**config.mk**
```make
export PLATFORM = sky130hd
export DESIGN_NAME = sd_crc_framer_flat
export DESIGN_NICKNAME = d
export VERILOG_FILES = /design/src/rtl/sd_crc_framer_if.sv /design/src/rtl/sd_crc_framer.sv /design/src/flat_wrapper.sv
export SDC_FILE = /design/constraint.sdc
export NUM_CORES = 1
export LEC_CHECK = 0
export ABC_AREA = 1
export ABC_CLOCK_PERIOD_IN_PS = 6700
export CAP_MARGIN = 20
export CORE_UTILIZATION = 25
export DETAILED_ROUTE_END_ITERATION = 10
export GPL_ROUTABILITY_DRIVEN = 1
export PLACE_DENSITY_LB_ADDON = 0.12
export SLEW_MARGIN = 40
export SYNTH_ARGS = -nofsm -noshare
export SYNTH_HDL_FRONTEND = slang
export SYNTH_SLANG_ARGS = --single-unit
```
**constraint.sdc**
```tcl
create_clock -name clk -period 6.7 [get_ports clk]
set_input_delay 2.01 -clock clk [delete_from_list [all_inputs] [get_ports clk]]
set_output_delay 2.01 -clock clk [all_outputs]
set_load 0.02 [all_outputs]
```
**src/rtl/sd_crc_framer_if.sv**
```systemverilog
// Bundle of the framer's write-buffer, CRC-engine and SPI-byte handshakes.
// master: environment side (write buffer, CRC engine, SPI shifter).
// slave : the framer itself.
interface sd_crc_framer_if #(
    parameter int DATA_W = 32
);
    logic              in_valid;
    logic              in_ready;
    logic [DATA_W-1:0] in_data;
    logic              crc_start;
    logic [DATA_W-1:0] crc_data;
    logic [16:0]       crc_in;
    logic              crc_done;
    logic              tx_valid;
    logic              tx_ready;
    logic [7:0]        tx_byte;
    logic              frame_done;
    logic              crc_err;

    modport master (
        output in_valid, in_data, crc_in, crc_done, tx_ready,
        input  in_ready, crc_start, crc_data, tx_valid, tx_byte, frame_done, crc_err
    );

    modport slave (
        input  in_valid, in_data, crc_in, crc_done, tx_ready,
        output in_ready, crc_start, crc_data, tx_valid, tx_byte, frame_done, crc_err
    );
endinterface

```
**src/rtl/sd_crc_framer.sv**
```systemverilog
// sd_crc_framer: frames one DATA_W-bit word as [start token] data bytes
// (MSB byte first) and CRC-16 (high byte first) for the SPI SD write path.
// The CRC is obtained from an external engine via crc_start/crc_done.
// Optional feature macro: FRAMER_TOKEN_EN -- when defined, the START_TOKEN
// byte is sent ahead of the data bytes; when undefined the TOKEN state and
// the START_TOKEN parameter are absent.
module sd_crc_framer #(
    parameter int DATA_W      = 32,
    parameter int CRC_TIMEOUT = 255
`ifdef FRAMER_TOKEN_EN
    ,
    parameter logic [7:0] START_TOKEN = 8'hFE
`endif
) (
    input  logic           clk,
    input  logic           rst,
    sd_crc_framer_if.slave bus
);
    localparam int NBYTES = DATA_W / 8;
    localparam int BCW    = (NBYTES > 1) ? $clog2(NBYTES) : 1;
    localparam int TCW    = $clog2(CRC_TIMEOUT + 1);

`ifdef FRAMER_TOKEN_EN
    typedef enum logic [2:0] {IDLE, CRC_REQ, CRC_WAIT, DATA, CRC_HI, CRC_LO, TOKEN} state_t;
`else
    typedef enum logic [2:0] {IDLE, CRC_REQ, CRC_WAIT, DATA, CRC_HI, CRC_LO} state_t;
`endif

    state_t            state_q, state_d;
    logic [DATA_W-1:0] data_q, data_d;
    logic [15:0]       crc_q, crc_d;
    logic [TCW-1:0]    wcnt_q, wcnt_d;
    logic [BCW-1:0]    bcnt_q, bcnt_d;
    logic [DATA_W-1:0] data_sh;

    // Current data byte always sits in the top 8 bits of the shifted copy;
    // data_q itself stays untouched so crc_data remains stable.
    assign data_sh      = data_q << {bcnt_q, 3'b000};
    assign bus.crc_data = data_q;

    // State, latched word/CRC and counters; reset abandons any frame.
    always_ff @(posedge clk or posedge rst) begin
        if (rst) begin
            state_q <= IDLE;
            data_q  <= '0;
            crc_q   <= '0;
            wcnt_q  <= '0;
            bcnt_q  <= '0;
        end else begin
            state_q <= state_d;
            data_q  <= data_d;
            crc_q   <= crc_d;
            wcnt_q  <= wcnt_d;
            bcnt_q  <= bcnt_d;
        end
    end

    // Next-state and outputs; tx_valid depends on state only, never on tx_ready.
    always_comb begin
        state_d        = state_q;
        data_d         = data_q;
        crc_d          = crc_q;
        wcnt_d         = wcnt_q;
        bcnt_d         = bcnt_q;
        bus.in_ready   = 1'b0;
        bus.crc_start  = 1'b0;
        bus.tx_valid   = 1'b0;
        bus.tx_byte    = 8'h00;
        bus.frame_done = 1'b0;
        bus.crc_err    = 1'b0;
        case (state_q)
            IDLE: begin
                bus.in_ready = 1'b1;
                if (bus.in_valid) begin
                    data_d  = bus.in_data;
                    state_d = CRC_REQ;
                end
            end
            CRC_REQ: begin
                bus.crc_start = 1'b1;
                wcnt_d        = '0;
                state_d       = CRC_WAIT;
            end
            CRC_WAIT: begin
                // crc_done takes priority over a timeout in the same cycle
                if (bus.crc_done) begin
                    crc_d  = bus.crc_in[15:0];
                    bcnt_d = '0;
`ifdef FRAMER_TOKEN_EN
                    state_d = TOKEN;
`else
                    state_d = DATA;
`endif
                end else if (wcnt_q == TCW'(CRC_TIMEOUT)) begin
                    bus.crc_err = 1'b1;
                    state_d     = IDLE;
                end else begin
                    wcnt_d = wcnt_q + TCW'(1);
                end
            end
`ifdef FRAMER_TOKEN_EN
            TOKEN: begin
                bus.tx_valid = 1'b1;
                bus.tx_byte  = START_TOKEN;
                if (bus.tx_ready) state_d = DATA;
            end
`endif
            DATA: begin
                bus.tx_valid = 1'b1;
                bus.tx_byte  = data_sh[DATA_W-1 -: 8];
                if (bus.tx_ready) begin
                    if (bcnt_q == BCW'(NBYTES - 1)) state_d = CRC_HI;
                    else                            bcnt_d  = bcnt_q + BCW'(1);
                end
            end
            CRC_HI: begin
                bus.tx_valid = 1'b1;
                bus.tx_byte  = crc_q[15:8];
                if (bus.tx_ready) state_d = CRC_LO;
            end
            CRC_LO: begin
                bus.tx_valid = 1'b1;
                bus.tx_byte  = crc_q[7:0];
                if (bus.tx_ready) begin
                    bus.frame_done = 1'b1;
                    state_d        = IDLE;
                end
            end
            default: state_d = IDLE;
        endcase
    end
endmodule
```
**src/flat_wrapper.sv**
```systemverilog
// flat-port wrapper written by rule: the top's interface ports become plain ports
module sd_crc_framer_flat 
#(
    parameter int DATA_W      = 32,
    parameter int CRC_TIMEOUT = 255

)
  (clk, rst, bus_in_valid, bus_in_data, bus_crc_in, bus_crc_done, bus_tx_ready, bus_in_ready, bus_crc_start, bus_crc_data, bus_tx_valid, bus_tx_byte, bus_frame_done, bus_crc_err);
  sd_crc_framer_if #(.DATA_W(DATA_W)) bus_i ();
  input  logic clk;
  input  logic rst;
  input wire logic [$bits(bus_i.in_valid)-1:0] bus_in_valid;
  input wire logic [$bits(bus_i.in_data)-1:0] bus_in_data;
  input wire logic [$bits(bus_i.crc_in)-1:0] bus_crc_in;
  input wire logic [$bits(bus_i.crc_done)-1:0] bus_crc_done;
  input wire logic [$bits(bus_i.tx_ready)-1:0] bus_tx_ready;
  output wire logic [$bits(bus_i.in_ready)-1:0] bus_in_ready;
  output wire logic [$bits(bus_i.crc_start)-1:0] bus_crc_start;
  output wire logic [$bits(bus_i.crc_data)-1:0] bus_crc_data;
  output wire logic [$bits(bus_i.tx_valid)-1:0] bus_tx_valid;
  output wire logic [$bits(bus_i.tx_byte)-1:0] bus_tx_byte;
  output wire logic [$bits(bus_i.frame_done)-1:0] bus_frame_done;
  output wire logic [$bits(bus_i.crc_err)-1:0] bus_crc_err;
  assign bus_i.in_valid = bus_in_valid;
  assign bus_i.in_data = bus_in_data;
  assign bus_i.crc_in = bus_crc_in;
  assign bus_i.crc_done = bus_crc_done;
  assign bus_i.tx_ready = bus_tx_ready;
  assign bus_in_ready = bus_i.in_ready;
  assign bus_crc_start = bus_i.crc_start;
  assign bus_crc_data = bus_i.crc_data;
  assign bus_tx_valid = bus_i.tx_valid;
  assign bus_tx_byte = bus_i.tx_byte;
  assign bus_frame_done = bus_i.frame_done;
  assign bus_crc_err = bus_i.crc_err;
  sd_crc_framer #(.DATA_W(DATA_W), .CRC_TIMEOUT(CRC_TIMEOUT)) u_core (.clk(clk), .rst(rst), .bus(bus_i));
endmodule
```
==> results.md <==
* Status: finished clean
* Register area share after synthesis at 49.4%
* Crit path kind: in2out
* Worst Hold Path EP: u_core.bus.crc_data[28]$_DFFE_PP0P_
* Reg area at 1530 sq um
* Clock slew at reported path FFs at 0.06 ns
* Slew Viols, Final at 0
* Average wire per standard cell at 14.4 microns
* Fill count at 1290
* F_max at 186 MHz
* Hold path depth at 2
* CTS tree: yes
* Type of origin of the critical path: input port
* Final WL at 9170 microns
* DR vias/cell at 4.54
* I/O pins at 99
* Mean Syn Cell Area at 7.80 sq um
* Grt total ovfl at 0
* Fin. Hold Viols at 0
* Critical Path RT at 4.69 ns
* Area grow syn2layout at 43.3%
* Yosys warns at 0
* Port buffer count at 97
* Final net count at 541
* Core Region at 12000 sq um
* DRT antenna net count at 0
* Post-CTS Hold Buffers at 0
* Critical Path End Type: output port
* DR pass1 iterations at 4
* Xor and xnor area share after synthesis at 0.851%
* Vias at 2889
* Cell leakage power at 2.12 nW
* Dpl cell area at 4150 sq um
* CP Data Arrival Time at 3.38 ns
* Sink Count at 61
* Root Driver: clkbuf_16
* Worst-Margin Slew at 0.667 ns
* Max-slew headroom at 55.4%
* Number of DRC markers in iteration 0 at 142
* Distinct cells, synth at 24
* R2r setup slk at 4.64 ns
* Die Ht at 113 microns
* Clk buf depth at 2
* Clock Latency Late Sink at 0.32 ns
* Largest family of logic cells by synthesized area: simple AND/OR/NAND/NOR gates
* Max rail drop VDD at 0.000158 V
* Setup tns final at 0 ns
* Remaining DRCs at 0
* Finish-stage setup viols at 0
* Syn Inst Count at 396
* Final cycle utilization of the critical path at 80.4%
* Hold path start: u_core.bus.crc_data[28]$_DFFE_PP0P_
* Reg-to-reg critical path endpoint: u_core.bus.crc_data[21]$_DFFE_PP0P_
* Final instance area at 4430 sq um
* Initial antenna violation count at 0
* Synth Area in Compound Gates at 12.4%
* Post-DP HPWL at 6460 microns
* Ant diodes at 0
* Placement Setup Slack at 1.29 ns
* Share of cells above drive strength 1 at 6.53%
* RD Place Congestion at 0.782
* GRT Overall Usage at 15.2%
* Multiplexer share of the synthesized area at 0%
* Mapped Nets at 452
* First-pass GRT wire length at 15000 microns
* Post-CTS setup buffer count at 0
* CTS-repair resized insts at 0
* RSZ-0062 raised after global routing: false
* Initial core utilization at 25.7%
* Synthesized flop and latch total at 61
* Area of the multi-input gates at 1300 sq um
* Clock Skews at 0.00510 ns
* PwrDens at 445 nW/um^2
* Vias in the first global route at 2900
* Reg2reg start: u_core.state_q[0]$_DFFE_PP0P_
* Hold Crit Class: reg2reg
* Synthesized area at 3090 sq um
* Total power at 1.97 mW
* Fin worst setup slack at 1.31 ns
* Synth Area in Adders at 0.810%
* Final worst path period need at 5.39 ns
* MaxCap Viol Count at 0
* Synth Area in Simple Gates at 27.8%
* Most common cell after layout, fill and taps aside: nand2_1
* Total CTS buffers at 9
* Most frequent cells in the layout: 117 x nand2_1, 96 x clkdlybuf4s50_1, 60 x dfrtp_1
* Largest net degree at the start of global routing at 62
* Worst-path maximum fanout at 3
* Die ar. at 12800 sq um
* Die Wd at 113 microns
* FF-to-FF path depth at 6
* Htree depth at 3
* Core Rows at 40
==> metrics by stage <==
step	hold WS [ns]	cells	util, %
2_1_floorplan	0.449	396	-
3_5_place_dp	0.480	621	34.6
5_1_grt	0.510	637	36.8
6_report	0.494	637	36.8
3_3_place_gp	0.470	621	34.6
4_1_cts	0.498	637	36.8
==> power by group <==
part	internal, mW	switching [mW]
clock	0.251	0.168
combinational	0.370	0.536
sequential	0.523	0.121
total	1.14	0.824
==> cell type report <==
cell class / count / area share (%)
clock buffer: 11 / 5.26
clock inverter: 5 / 0.848
inverter: 45 / 3.82
multi-input combinational: 270 / 29.3
sequential: 61 / 34.5
tap: 147 / 4.16
timing repair buffer: 98 / 22.1
==> critical path, cell delays in order <==
cell and delay (ns):
clkdlybuf4s50_1 0.50, nor3_1 0.22, clkdlybuf4s50_1 0.64
==> cell usage after synthesis <==
cell,instances,share of area (%)
clkbuf_1,5,0.61
nand3_2,5,1.6
dfrtp_1,61,49
nand2_1,117,14
xor2_1,3,0.85
inv_1,42,5.1
nor2_4,3,1.1
nand4_1,4,0.81
nor2_1,26,3.2
ha_1,2,0.81
nor3_1,2,0.32
o221ai_1,1,0.28
buf_2,12,1.9
o21ai_0,26,4.2
nand2_2,3,0.61
inv_2,3,0.36
a21o_1,6,1.5
buf_4,1,0.24
o211ai_1,6,1.5
a21oi_1,23,3.7
buf_6,1,0.36
o22ai_1,6,1.2
buf_1,1,0.12
nand3_1,37,6.0
==> state kept, by name, summed over array words and instances (netlist names) <==
name,cells
u_core.state_q,3
u_core.bcnt_q,2
u_core.crc_q,16
u_core.bus.crc_data,32
u_core.wcnt_q,8
==> layer usage <==
layer  GRT usage (%)  up-vias  routed length [microns]  part of all wire, %
met5               0        -                        0                    0
met4            5.53        0                       94                  1.0
met3            3.70        9                      483                  5.3
met2            24.0       75                     4240                   46
met1            20.2     1345                     4360                   48
li1                -     1460                        -                    -
==> how the worst max path moves through the flow <==
| stage | from | end | depth (start not counted) |
|---|---|---|---|
| 6_report | bus_crc_done | bus_crc_err | 3 |
| 5_1_grt | bus_crc_done | bus_crc_err | 3 |
| 4_1_cts | bus_crc_done | bus_crc_err | 3 |
| 3_5_place_dp | bus_crc_done | bus_crc_err | 3 |
| 3_3_place_gp | bus_crc_done | bus_crc_err | 3 |
| 2_1_floorplan | bus_crc_done | bus_crc_err | 1 |
==> cell families (layout without fill, tap and decap cells) <==
group	Yosys count	after routing
AOI/OAI and AO/OA	68	68
buffers and inverters	65	159
DFF	61	61
xor gates and xnor gates	3	3
adders and majority gates	2	2
and+or+nand+nor	197	197
Power figures use the tool's default switching activity.
